==> config.mk <==
export PLATFORM = sky130hd
export DESIGN_NAME = hazard_ctrl_flat
export DESIGN_NICKNAME = d
export VERILOG_FILES = /design/src/rtl/hazard_ctrl_if.sv /design/src/rtl/hazard_ctrl.sv /design/src/flat_wrapper.sv
export SDC_FILE = /design/constraint.sdc
export NUM_CORES = 1
export LEC_CHECK = 0
export CAP_MARGIN = 20
export CORE_MARGIN = 2
export CORE_UTILIZATION = 50
export DETAILED_ROUTE_END_ITERATION = 16
export GPL_ROUTABILITY_DRIVEN = 0
export GPL_TIMING_DRIVEN = 0
export PLACE_DENSITY_LB_ADDON = 0.15
export SLEW_MARGIN = 20
export SYNTH_ARGS = -nofsm -noshare
export SYNTH_HDL_FRONTEND = slang
export SYNTH_SLANG_ARGS = --single-unit
export TNS_END_PERCENT = 1
==> constraint.sdc <==
create_clock -name clk -period 8.2 [get_ports clk]
set_input_delay 2.46 -clock clk [delete_from_list [all_inputs] [get_ports clk]]
set_output_delay 2.46 -clock clk [all_outputs]
set_load 0.1 [all_outputs]
==> src/rtl/hazard_ctrl_if.sv <==
// -----------------------------------------------------------------------------
// hazard_ctrl_if
// Bundles the ID-stage decode fields, the EX redirect and the hazard-control
// responses of hazard_ctrl into one interface.
//
// Signals
//   id_valid     ID holds a valid instruction
//   id_opcode    7-bit opcode of the ID instruction
//   id_rs1/rs2   source register fields of the ID instruction
//   id_rd        destination register field of the ID instruction
//   ex_redirect  taken branch/jal/jalr resolved in EX
//   stall_if     hold the PC
//   stall_id     hold the IF/ID register
//   flush_id     clear IF/ID
//   flush_ex     inject a bubble into ID/EX
//   fwd_a/fwd_b  operand source for the instruction in EX
//                (00 regfile, 01 EX/MEM, 10 MEM/WB)
//   stall_cnt    saturating count of stall cycles
//
// Modports
//   master  pipeline side: drives decode fields, receives controls
//   slave   hazard_ctrl side
// -----------------------------------------------------------------------------
interface hazard_ctrl_if;
    logic        id_valid;
    logic [6:0]  id_opcode;
    logic [4:0]  id_rs1;
    logic [4:0]  id_rs2;
    logic [4:0]  id_rd;
    logic        ex_redirect;
    logic        stall_if;
    logic        stall_id;
    logic        flush_id;
    logic        flush_ex;
    logic [1:0]  fwd_a;
    logic [1:0]  fwd_b;
    logic [15:0] stall_cnt;

    modport master (
        output id_valid, id_opcode, id_rs1, id_rs2, id_rd, ex_redirect,
        input  stall_if, stall_id, flush_id, flush_ex, fwd_a, fwd_b, stall_cnt
    );

    modport slave (
        input  id_valid, id_opcode, id_rs1, id_rs2, id_rd, ex_redirect,
        output stall_if, stall_id, flush_id, flush_ex, fwd_a, fwd_b, stall_cnt
    );
endinterface

==> src/rtl/hazard_ctrl.sv <==
// -----------------------------------------------------------------------------
// hazard_ctrl
// Hazard detection, flush control and operand-forward selection for a
// five-stage in-order pipeline.  Tracks the destination of the instructions
// sitting in EX and MEM and compares them with the sources of the instruction
// in ID.
//
// Ports
//   clk    sole clock, rising edge
//   rst_n  synchronous active-low reset
//   bus    hazard_ctrl_if.slave (decode fields in, stall/flush/forward out)
//
// Configuration
//   HAZARD_CTRL_FORWARD_EN  defined: full forwarding, stall only on load-use
//                           undefined: no forwarding, stall on any RAW hazard
//                           against EX or MEM (regfile write-through covers WB)
// -----------------------------------------------------------------------------
module hazard_ctrl (
    input  logic          clk,
    input  logic          rst_n,
    hazard_ctrl_if.slave  bus
);

    typedef enum logic [1:0] {RUN, STALL, FLUSH} state_t;

    // Destination tracking for a pipeline slot.
    typedef struct packed {
        logic       valid;
        logic [4:0] rd;
        logic       wr;
    } slot_t;

    localparam logic [6:0] OP_JALR   = 7'b1100111;
    localparam logic [6:0] OP_BRANCH = 7'b1100011;
    localparam logic [6:0] OP_STORE  = 7'b0100011;
    localparam logic [6:0] OP_LOAD   = 7'b0000011;
    localparam logic [6:0] OP_OPIMM  = 7'b0010011;
    localparam logic [6:0] OP_OP     = 7'b0110011;
    localparam logic [6:0] OP_JAL    = 7'b1101111;
    localparam logic [6:0] OP_AUIPC  = 7'b0010111;
    localparam logic [6:0] OP_LUI    = 7'b0110111;

    slot_t  ex_slot;
    slot_t  mem_slot;
    state_t state;
    state_t state_next;
    logic [15:0] cnt_q;
    logic [15:0] cnt_next;

    logic use_rs1;
    logic use_rs2;
    logic wr_rd;
    logic hit_ex_a;
    logic hit_ex_b;
    logic hit_mem_a;
    logic hit_mem_b;
    logic need_stall;
    logic stall;
    logic issue;

    // ------------------------------------------------------------------
    // Opcode classification of the ID instruction
    // ------------------------------------------------------------------
    always_comb begin
        // NOTE: every comb output gets a default first so no path leaves it
        // unassigned, which would otherwise infer a latch.
        use_rs1 = 1'b0;
        use_rs2 = 1'b0;
        wr_rd   = 1'b0;
        case (bus.id_opcode)
            OP_JALR:   begin use_rs1 = 1'b1;                   wr_rd = 1'b1; end
            OP_BRANCH: begin use_rs1 = 1'b1; use_rs2 = 1'b1;                 end
            OP_STORE:  begin use_rs1 = 1'b1; use_rs2 = 1'b1;                 end
            OP_LOAD:   begin use_rs1 = 1'b1;                   wr_rd = 1'b1; end
            OP_OPIMM:  begin use_rs1 = 1'b1;                   wr_rd = 1'b1; end
            OP_OP:     begin use_rs1 = 1'b1; use_rs2 = 1'b1;   wr_rd = 1'b1; end
            OP_JAL, OP_AUIPC, OP_LUI: wr_rd = 1'b1;
            default: ;
        endcase
    end

    // A used, non-x0 source matches a valid slot that writes that register.
    function automatic logic hit(slot_t s, logic [4:0] rs, logic used);
        return used && (rs != 5'd0) && s.valid && s.wr && (s.rd == rs);
    endfunction

    assign hit_ex_a  = hit(ex_slot,  bus.id_rs1, use_rs1);
    assign hit_ex_b  = hit(ex_slot,  bus.id_rs2, use_rs2);
    assign hit_mem_a = hit(mem_slot, bus.id_rs1, use_rs1);
    assign hit_mem_b = hit(mem_slot, bus.id_rs2, use_rs2);

`ifdef HAZARD_CTRL_FORWARD_EN
    // The load flag only matters while the producer sits in EX: one cycle
    // later its data is on the MEM/WB forward path.
    logic ex_load;
    logic [1:0] fwd_a_q;
    logic [1:0] fwd_b_q;

    assign need_stall = bus.id_valid && ex_load && (hit_ex_a || hit_ex_b);
`else
    assign need_stall = bus.id_valid &&
                        (hit_ex_a || hit_ex_b || hit_mem_a || hit_mem_b);
`endif

    // ------------------------------------------------------------------
    // Stall / flush outputs (redirect beats stall)
    // ------------------------------------------------------------------
    always_comb begin
        bus.stall_if = 1'b0;
        bus.stall_id = 1'b0;
        bus.flush_id = 1'b0;
        bus.flush_ex = 1'b0;
        // NOTE: reset is synchronous for state, but these combinational
        // controls are gated by rst_n so they stay low throughout reset.
        if (!rst_n) begin
            // all low
        end else if (bus.ex_redirect) begin
            bus.flush_id = 1'b1;
            bus.flush_ex = 1'b1;
        end else if (need_stall) begin
            bus.stall_if = 1'b1;
            bus.stall_id = 1'b1;
            bus.flush_ex = 1'b1;
        end
    end

    assign stall = bus.stall_id;
    assign issue = bus.id_valid && !stall && !bus.ex_redirect;

    // ------------------------------------------------------------------
    // Slot tracking: MEM <= EX, EX <= issued ID instruction or bubble
    // ------------------------------------------------------------------
    always_ff @(posedge clk) begin
        // NOTE: sequential state uses non-blocking assignments so every
        // register samples pre-edge values regardless of statement order.
        if (!rst_n) begin
            ex_slot  <= '0;
            mem_slot <= '0;
        end else begin
            mem_slot <= ex_slot;
            if (issue) begin
                ex_slot <= '{valid: 1'b1, rd: bus.id_rd, wr: wr_rd};
            end else begin
                ex_slot <= '0;
            end
        end
    end

`ifdef HAZARD_CTRL_FORWARD_EN
    // Forward selection is registered on issue so it is stable for the whole
    // EX cycle of the consumer; the ID-time EX slot becomes EX/MEM and the
    // ID-time MEM slot becomes MEM/WB.
    always_ff @(posedge clk) begin
        if (!rst_n) begin
            ex_load <= 1'b0;
            fwd_a_q <= 2'b00;
            fwd_b_q <= 2'b00;
        end else begin
            ex_load <= issue && (bus.id_opcode == OP_LOAD);
            if (issue) begin
                fwd_a_q <= hit_ex_a ? 2'b01 : (hit_mem_a ? 2'b10 : 2'b00);
                fwd_b_q <= hit_ex_b ? 2'b01 : (hit_mem_b ? 2'b10 : 2'b00);
            end else begin
                fwd_a_q <= 2'b00;
                fwd_b_q <= 2'b00;
            end
        end
    end

    assign bus.fwd_a = fwd_a_q;
    assign bus.fwd_b = fwd_b_q;
`else
    assign bus.fwd_a = 2'b00;
    assign bus.fwd_b = 2'b00;
`endif

    // ------------------------------------------------------------------
    // RUN / STALL / FLUSH FSM; it drives only the stall counter
    // ------------------------------------------------------------------
    always_ff @(posedge clk) begin
        if (!rst_n) begin
            state <= RUN;
            cnt_q <= '0;
        end else begin
            state <= state_next;
            cnt_q <= cnt_next;
        end
    end

    always_comb begin
        state_next = RUN;
        if (bus.ex_redirect) begin
            state_next = FLUSH;
        end else begin
            case (state)
                RUN:     state_next = stall ? STALL : RUN;
                STALL:   state_next = stall ? STALL : RUN;
                FLUSH:   state_next = RUN;
                default: state_next = RUN;
            endcase
        end
    end

    always_comb begin
        cnt_next = cnt_q;
        if ((state == STALL) && (cnt_q != 16'hFFFF)) begin
            cnt_next = cnt_q + 16'd1;
        end
    end

    assign bus.stall_cnt = cnt_q;

endmodule

==> src/flat_wrapper.sv <==
// flat-port wrapper written by rule: the top's interface ports become plain ports
module hazard_ctrl_flat 
  (clk, rst_n, bus_id_valid, bus_id_opcode, bus_id_rs1, bus_id_rs2, bus_id_rd, bus_ex_redirect, bus_stall_if, bus_stall_id, bus_flush_id, bus_flush_ex, bus_fwd_a, bus_fwd_b, bus_stall_cnt);
  hazard_ctrl_if bus_i ();
  input  logic clk;
  input  logic rst_n;
  input wire logic [$bits(bus_i.id_valid)-1:0] bus_id_valid;
  input wire logic [$bits(bus_i.id_opcode)-1:0] bus_id_opcode;
  input wire logic [$bits(bus_i.id_rs1)-1:0] bus_id_rs1;
  input wire logic [$bits(bus_i.id_rs2)-1:0] bus_id_rs2;
  input wire logic [$bits(bus_i.id_rd)-1:0] bus_id_rd;
  input wire logic [$bits(bus_i.ex_redirect)-1:0] bus_ex_redirect;
  output wire logic [$bits(bus_i.stall_if)-1:0] bus_stall_if;
  output wire logic [$bits(bus_i.stall_id)-1:0] bus_stall_id;
  output wire logic [$bits(bus_i.flush_id)-1:0] bus_flush_id;
  output wire logic [$bits(bus_i.flush_ex)-1:0] bus_flush_ex;
  output wire logic [$bits(bus_i.fwd_a)-1:0] bus_fwd_a;
  output wire logic [$bits(bus_i.fwd_b)-1:0] bus_fwd_b;
  output wire logic [$bits(bus_i.stall_cnt)-1:0] bus_stall_cnt;
  assign bus_i.id_valid = bus_id_valid;
  assign bus_i.id_opcode = bus_id_opcode;
  assign bus_i.id_rs1 = bus_id_rs1;
  assign bus_i.id_rs2 = bus_id_rs2;
  assign bus_i.id_rd = bus_id_rd;
  assign bus_i.ex_redirect = bus_ex_redirect;
  assign bus_stall_if = bus_i.stall_if;
  assign bus_stall_id = bus_i.stall_id;
  assign bus_flush_id = bus_i.flush_id;
  assign bus_flush_ex = bus_i.flush_ex;
  assign bus_fwd_a = bus_i.fwd_a;
  assign bus_fwd_b = bus_i.fwd_b;
  assign bus_stall_cnt = bus_i.stall_cnt;
  hazard_ctrl u_core (.clk(clk), .rst_n(rst_n), .bus(bus_i));
endmodule
==> results of run 1 <==
-- metrics by stage --
| stage | power [mW] | worst slack [ps] | cells | hold slack, ps |
|---|---|---|---|---|
| after global placement | 0.205 | 514 | 274 | 406 |
| after detailed placement | 0.206 | 454 | 274 | 416 |
| after CTS | 0.323 | 444 | 282 | 429 |
| after floorplan | 0.188 | 740 | 186 | 390 |
| after global routing | 0.330 | 352 | 282 | 436 |
| final | 0.320 | 468 | 282 | 426 |
-- layer usage --
metal	routed length [um]	vias to the layer above	part of all wire (%)	track usage (%)
met5	0	-	0	0
met2	1720	55	45	36.2
met1	1720	699	45	26.7
met4	65	0	1.7	9.12
li1	-	745	-	-
met3	283	5	7.5	7.45
-- power by group through the flow --
stage	logic, mW	clock network [mW]	registers, mW
after global routing	0.0475	0.124	0.159
after CTS	0.0445	0.120	0.159
after floorplan	0.0260	0	0.162
final	0.0444	0.117	0.159
after detailed placement	0.0443	0	0.162
after global placement	0.0432	0	0.162
-- critical path: stages --
cell and delay, ps:
clkdlybuf4s50_1 460, nand2_1 70, or2_4 250, a2111oi_4 370, a32oi_4 230, nor3_2 180
buf_4 130, clkdlybuf4s50_1 1120
-- worst max-delay path by stage --
stage               slack (ps)             start  depth (start not counted)            to
detailed placement         450  bus_id_opcode[0]                          8  bus_stall_if
CTS                        440  bus_id_opcode[1]                          8  bus_stall_if
floorplan                  740  bus_id_opcode[1]                          6  bus_stall_if
global placement           510  bus_id_opcode[1]                          8  bus_stall_if
finish                     470  bus_id_opcode[1]                          8  bus_stall_if
global route               350  bus_id_opcode[0]                          8  bus_stall_if
-- sequential cells by signal, summed over array words and instances, names as in the netlist --
register,flops
u_core.mem_slot,7
u_core.bus.stall_cnt,16
u_core.state,2
u_core.ex_slot,7
-- layout make-up --
class	instances	area [sq um]
clock buffers	6	41.3
multi-input cells	142	981
inverters	4	15.0
fillers	270	846
clock inverters	2	35.0
well taps	44	55.1
flip-flops and latches	32	641
plain buffers	8	48.8
repair buffers	44	440
-- cell usage in the layout (no fill, tap or decap), drive strengths merged, types with 2 or more instances in the layout --
master	n
a21boi	2
a21oi	2
and2	18
and3	7
and4	2
buf	5
clkbuf	9
clkdlybuf4s50	44
conb	4
dfxtp	32
inv	4
nand2	12
nand2b	2
nand3	13
nand4	9
nor2	8
nor3	5
o211ai	5
o21ai	5
o21bai	2
o22ai	2
or2	3
or3	2
or4	3
xnor2	27
-- logic make-up after synthesis --
kind of cell               after synthesis
DFF                                     32
buffers and inverters                   12
adders and majority gates                1
other                                    1
xor gates and xnor gates                28
and+or+nand+nor                         86
AOI/OAI and AO/OA                       23
==> flow_results.org, run 1 <==
** Synthesis
- Of the total synthesized cell area, the portion taken by AND, OR, NAND and NOR gates is 30.1%.
- Adder-cell share of the synthesized area :: 0.750%
- Number of enable flip-flop cells after synthesis :: 0
- For this run, the number of Yosys warnings is 0.
- Parity-gate share of the synthesized area counting xor and xnor cells :: between 10% and 20%
- After synthesis, the most frequently instantiated cells are 32 x dfxtp_1, 27 x xnor2_1, 16 x and2_1.
- Post-synthesis instance total :: 183
- The synthesized design contains 32 register bits.
- Among all flip-flop cells after synthesis, the most frequent one is dfxtp_1.
- Mean instance size in the synthesized netlist :: 9.12 sq um
- Of all flip-flops after synthesis, the portion carrying an async set or reset was 0%.
- Sorting the synthesized cells by area gives the leading types as dfxtp_1 38%, xnor2_1 14%, and2_1 6.0%.
- Share of the synthesized area in the top cell type :: 38.4%
- The portion of synthesized area spent on multiplexers is 0%.
- Synth Area in Compound Gates :: 12.1%
- Most common cell in the netlist :: dfxtp_1
- The synthesized design spends more area on one cell type than any other, namely dfxtp_1.
- By area, the combinational part of the netlist is dominated by simple AND/OR/NAND/NOR gates.
- Summing the sequential cell areas from Yosys gives 38.4% of the chip area.
- Netlist area before placement :: 1670 sq um
- Post-synthesis cell type count :: 39

** Power and ir drop
- Max IR drop VDD :: 0.0978 mV
- In this run the static leakage power is 0.793 nW.
- Clk network pwr share :: 36.6%
- Switching pwr :: about 0.079 mW
- Reg power frac :: 49.5%
- The share of total power dissipated in combinational logic is 13.9%.
- Total power density per cell area :: 142 nW/um^2
- Switching share of power :: 24.8%
- Int Power :: 0.241 mW

** Clock network
- CTS Buf Count :: 5
- Latest clock arrival within the worst-skew pair :: 340 ps
- The tree built by TritonCTS fans out to 32 sinks.
- The H-tree was split into 2 levels.
- In this run the deepest clock path goes through 2 buffers.
- Number of hold buffers added after cts :: 0
- Once the clock tree was built, the setup fixing pass inserted 0 buffers.
- Clock-pin slew was measured on the worst setup and hold paths at 90 ps.
- TritonCTS clock tree :: done
- Clock tree root driver cell :: clkbuf_4
- Post-CTS repair changed the size of 0 cells.

** Critical path
- Required @ worst endpoint :: 5740 ps
- Worst reg2reg path depth :: 6
- Startpoint of the worst-slack reg-to-reg timing path :: u_core.bus.stall_cnt[0]$_SDFFE_PN0P_
- Data arrival time of the critical path :: approximately 5300 ps
- Across all register-to-register paths, the minimum setup slack is roughly 6200 ps.
- Along the worst path, the maximum fanout reaches 10.
- Kind of launch point of the worst setup path :: input pin
- The critical path is of the in2out type.
- RR Endpoint :: u_core.bus.stall_cnt[14]$_SDFFE_PN0P_
- The worst setup path is captured at a primary output.

** Layout
- Cells with a size suffix above 1 make up about a tenth of the layout.
- Synthesis-to-finish area growth :: 35.2%
- For this run, the post-layout net count is 264.
- N_diodes :: 0
- Final cell utilization of the core :: 72.7%
- Summing all non-filler instances in the final layout gives an area of 2260 sq um.

** Timing
- Highest clock rate :: approximately 130 MHz
- Summed negative setup slack over all endpoints :: 0 ps
- Relative slew slack :: 34.2%
- The number of failing hold endpoints at the final stage was 0.
- Final setup viols :: 0
- The max-slew violation total from the final report was 0.
- The worst path uses 94.3% of the clock period.
- At the pin with the least slew margin, the transition time is 984 ps.
- The clock period could shrink to 7730 ps.
- Setup Skew :: 7.41 ps
- Setup repair after global routing left no endpoint under its margin.

** GRT
- Total global routing overflow :: 0
- Combined global-route utilization of all metal layers :: 22.1%
- Number of global-route vias before repair :: about 1400
- Antenna violations before repair :: 0
- Entering global routing, the biggest net connects 11 pins.
- First-pass GRT wire length :: 6090 um

** Routing
- Detailed-route wire length per cell :: roughly 13 um
- Drt via density :: 5.33
- Across all layers, the routed design uses about 1500 vias.
- Total length of routed wires :: 3780 um
- # DRC :: 0
- The count of nets left with antenna violations once routing finished came out at 0.
- DR iter-0 viols :: 57
- Number of detailed-routing iterations run before antenna repair :: 4

** Worst hold path
- The path with the worst hold slack has its endpoint at u_core.state[0]$_SDFF_PP0_.
- Along the worst hold path, the cell count comes to 1.
- Critical hold path startpoint :: u_core.state[1]$_SDFF_PN0_
- Hold Path Class :: reg2reg

** Placement
- Sum of net half-perimeters after detailed placement :: 2960 um
- Port buffering added 44 buffers.
- Area after DPL :: 2180 sq um

** Floorplanning
- Die Span X :: 61.8 um
- Total Die Area :: roughly 3800 sq um
- Placeable core region :: 3100 sq um
- In this run the core area contains 20 standard-cell rows.
- IO Count :: 50
- Die span in y :: 61.8 um
- Initial core utilization :: roughly 54%

** Job
- Total of max-cap violations :: 0

** Status
- The run finished with clean final reports.
Power figures use the tool's default switching activity.
==> run 2: changes to the inputs <==
--- a/config.mk
+++ b/config.mk
@@ -7,11 +7,12 @@
 export LEC_CHECK = 0
 export CAP_MARGIN = 20
 export CORE_MARGIN = 2
-export CORE_UTILIZATION = 50
+export CORE_UTILIZATION = 41
+export CTS_BUF_LIST = sky130_fd_sc_hd__clkbuf_4
 export DETAILED_ROUTE_END_ITERATION = 16
 export GPL_ROUTABILITY_DRIVEN = 0
 export GPL_TIMING_DRIVEN = 0
-export PLACE_DENSITY_LB_ADDON = 0.15
+export PLACE_DENSITY_LB_ADDON = 0.2
 export SLEW_MARGIN = 20
 export SYNTH_ARGS = -nofsm -noshare
 export SYNTH_HDL_FRONTEND = slang
==> flow_results.org, run 2 (same netlist as run 1, synthesis figures left out) <==
** Worst hold path
- The startpoint identified for the worst hold timing path is u_core.state[1]$_SDFF_PN0_.
- Number of cells traversed by the worst hold path :: 1
- Endpoint of the worst hold-timing path :: u_core.state[0]$_SDFF_PP0_
- The min-delay analysis places its worst path in the category reg2reg.

** Timing
- Setup repair after global routing left no endpoint under its margin.
- At the pin with the least slew margin, the transition time is 988 ps.
- The max-slew violation total from the final report came to 0.
- Worst slack on hold paths :: 412 ps
- The worst path needs roughly 7700 ps of the cycle, external delays included.
- Fin. Hold Viols :: 0
- Headroom to the max-slew limit came out at about 34%.
- Highest clock rate :: 130 MHz
- Final setup viols :: 0
- The worst path uses between 90 and 100% of the clock period.
- Summed negative setup slack over all endpoints :: 0 ps
- Setup Skew :: 12.0 ps

** Critical path
- In this run the critical register-to-register path is captured at u_core.bus.stall_cnt[14]$_SDFFE_PN0P_.
- The worst setup path is captured at a primary output.
- Required @ worst endpoint :: 5740 ps
- The critical path in this run is classified as in2out.
- Of all nets on the critical path, the largest fanout is 10.
- The worst setup path is launched from an input pin.
- Startpoint of the worst-slack reg-to-reg timing path :: u_core.bus.stall_cnt[0]$_SDFFE_PN0P_
- In this run the register-to-register setup slack is 6230 ps.
- For the worst setup path, the data arrival time is 5240 ps.
- Worst reg2reg path depth :: 6

** Power and ir drop
- The internal power of the cells totals 0.241 mW.
- In this run, the combinational gates consume 13.8% of the power.
- VDD sags by at most 0.0699 mV.
- Total power density per cell area :: 142 nW/um^2
- The share of total power dissipated in sequential elements is 49.3%.
- Net switching is 25.2% of the power.
- Switching pwr :: 0.0811 mW
- Static Leak :: 0.792 nW
- The share of total power dissipated in the clock network is 36.9%.

** Routing
- In this run the remaining antenna-violating nets after routing total 0.
- Number of detailed-routing iterations run before antenna repair :: 4
- Detailed-route wire length per cell :: roughly 13 um
- In the routed layout, each cell is associated on average with a via count of 5.00.
- Wires add up to 3620 um.
- The first routing iteration left 76 violations.
- For this run, design rule violations remaining after detail routing come to 0.
- The final route contains 1441 vias.

** GRT
- Number of global-route vias before repair :: 1266
- The first global-routing pass estimated around 5800 um of wire.
- Combined global-route utilization of all metal layers :: between 15 and 20%
- Entering global routing, the biggest net connects 12 pins.
- The number of antenna violations at the first check in global routing was 0.
- Total global routing overflow :: 0

** Clock network
- Post-CTS repair changed the size of 0 cells.
- H-tree level count :: 2
- For this design, the CTS-stage hold fixing added 0 buffers.
- The clock reaches the later pin of the worst-skew pair after 340 ps.
- Clock-pin slew was measured on the worst setup and hold paths at 90 ps.
- The number of clock buffers added by TritonCTS is 5.
- Maximum root-to-sink buffer count :: 2
- Number of sinks on the clock net :: 32
- TritonCTS clock tree :: done
- The root buffer cell chosen for the clock tree is clkbuf_4.
- In this run the post-CTS setup repair buffer count came out at 0.

** Layout
- The finished cells cover 2270 sq um.
- N_diodes :: 0
- Most frequent cells in the layout :: 44 x clkdlybuf4s50_1, 32 x dfxtp_1, 27 x xnor2_1
- Synthesis-to-finish area growth :: 35.9%
- In the final design database the tool counted between 200 and 300 nets.
- Of the cells placed in the final design, the portion with a size suffix greater than 1 is 10.9%.
- Largest register FFs :: 16
- Most frequent standard cell in the layout excluding fill and tap cells :: clkdlybuf4s50_1

** Placement
- Number of port buffers :: 44
- Sum of net half-perimeters after detailed placement :: 2750 um
- After detailed placement, the total cell area comes to 2190 sq um.

** Status
- The run finished with clean final reports.

** Floorplanning
- After floorplanning, the core was sized to cover 3970 sq um.
- IO Count :: 50
- The die is roughly 68 um wide.
- Once the floorplan was initialized, standard cells occupied 42.0% of the core.
- Measured along the y axis, the die boundary spans slightly below 70 um.
- The die covers 4600 sq um.
- The initialized floorplan defines 23 standard-cell rows.

** Job
- The tool flagged a number of max-cap violations equal to 0.
run 2: cell types whose count changed in the layout (fill, tap and decap cells not counted), sizes merged:
cell      before  now
clkbuf         9    8
clkinvlp       0    1
run 2: worst max-delay path by stage:
stage                           from      endpoint  slack, ps  cells past startpoint
floorplan           bus_id_opcode[1]  bus_stall_if        740                      6
detailed placement  bus_id_opcode[0]  bus_stall_if        480                      8
CTS                 bus_id_opcode[0]  bus_stall_if        480                      8
global placement    bus_id_opcode[1]  bus_stall_if        470                      8
global route        bus_id_opcode[1]  bus_stall_if        340                      8
finish              bus_id_opcode[0]  bus_stall_if        500                      8
run 2: power groups by stage:
stage	Combinational, mW	Clock (mW)	Sequential, mW
detailed placement	0.0443	0	0.162
floorplan	0.0260	0	0.162
global route	0.0477	0.129	0.159
CTS	0.0446	0.123	0.159
finish	0.0443	0.119	0.158
global placement	0.0444	0	0.162
run 2: cell type report:
type	count	area (sq um)
well taps	50	62.6
flip-flops and latches	32	641
repair buffers	44	440
inverters	4	15.0
plain buffers	8	48.8
fillers	376	1700
clock inverters	3	42.5
multi-input cells	142	981
clock buffers	5	37.5
run 2: critical path, cell delays in order:
cell	delay, ps
clkdlybuf4s50_1	450
nand2_1	60
or2_4	240
a2111oi_4	370
a32oi_4	220
nor3_2	170
buf_4	130
clkdlybuf4s50_1	1120
run 2: layer usage:
metal / vias up / part of all wire, % / track usage, %
met5: - / 0 / 0
met4: 0 / 1.8 / 7.75
met3: 8 / 5.4 / 3.83
met2: 33 / 46 / 26.1
met1: 656 / 47 / 23.1
li1: 744 / - / -
run 2: stage by stage:
step / util (%) / setup slack (ps) / total power [mW] / std cells
floorplan: - / 740 / 0.188 / 186
global placement: 55.1 / 473 / 0.206 / 280
detailed placement: 55.1 / 479 / 0.206 / 280
CTS: 57.1 / 477 / 0.326 / 288
global route: 57.1 / 338 / 0.336 / 288
finish: 57.1 / 502 / 0.322 / 288
==> run 3: changes to the inputs <==
--- a/config.mk
+++ b/config.mk
@@ -9,6 +9,7 @@
 export CORE_MARGIN = 2
 export CORE_UTILIZATION = 41
 export CTS_BUF_LIST = sky130_fd_sc_hd__clkbuf_4
+export CTS_CLUSTER_DIAMETER = 120
 export DETAILED_ROUTE_END_ITERATION = 16
 export GPL_ROUTABILITY_DRIVEN = 0
 export GPL_TIMING_DRIVEN = 0
==> results of run 3 <==
Final layout, timing and power as in run 2 (identical DEF).
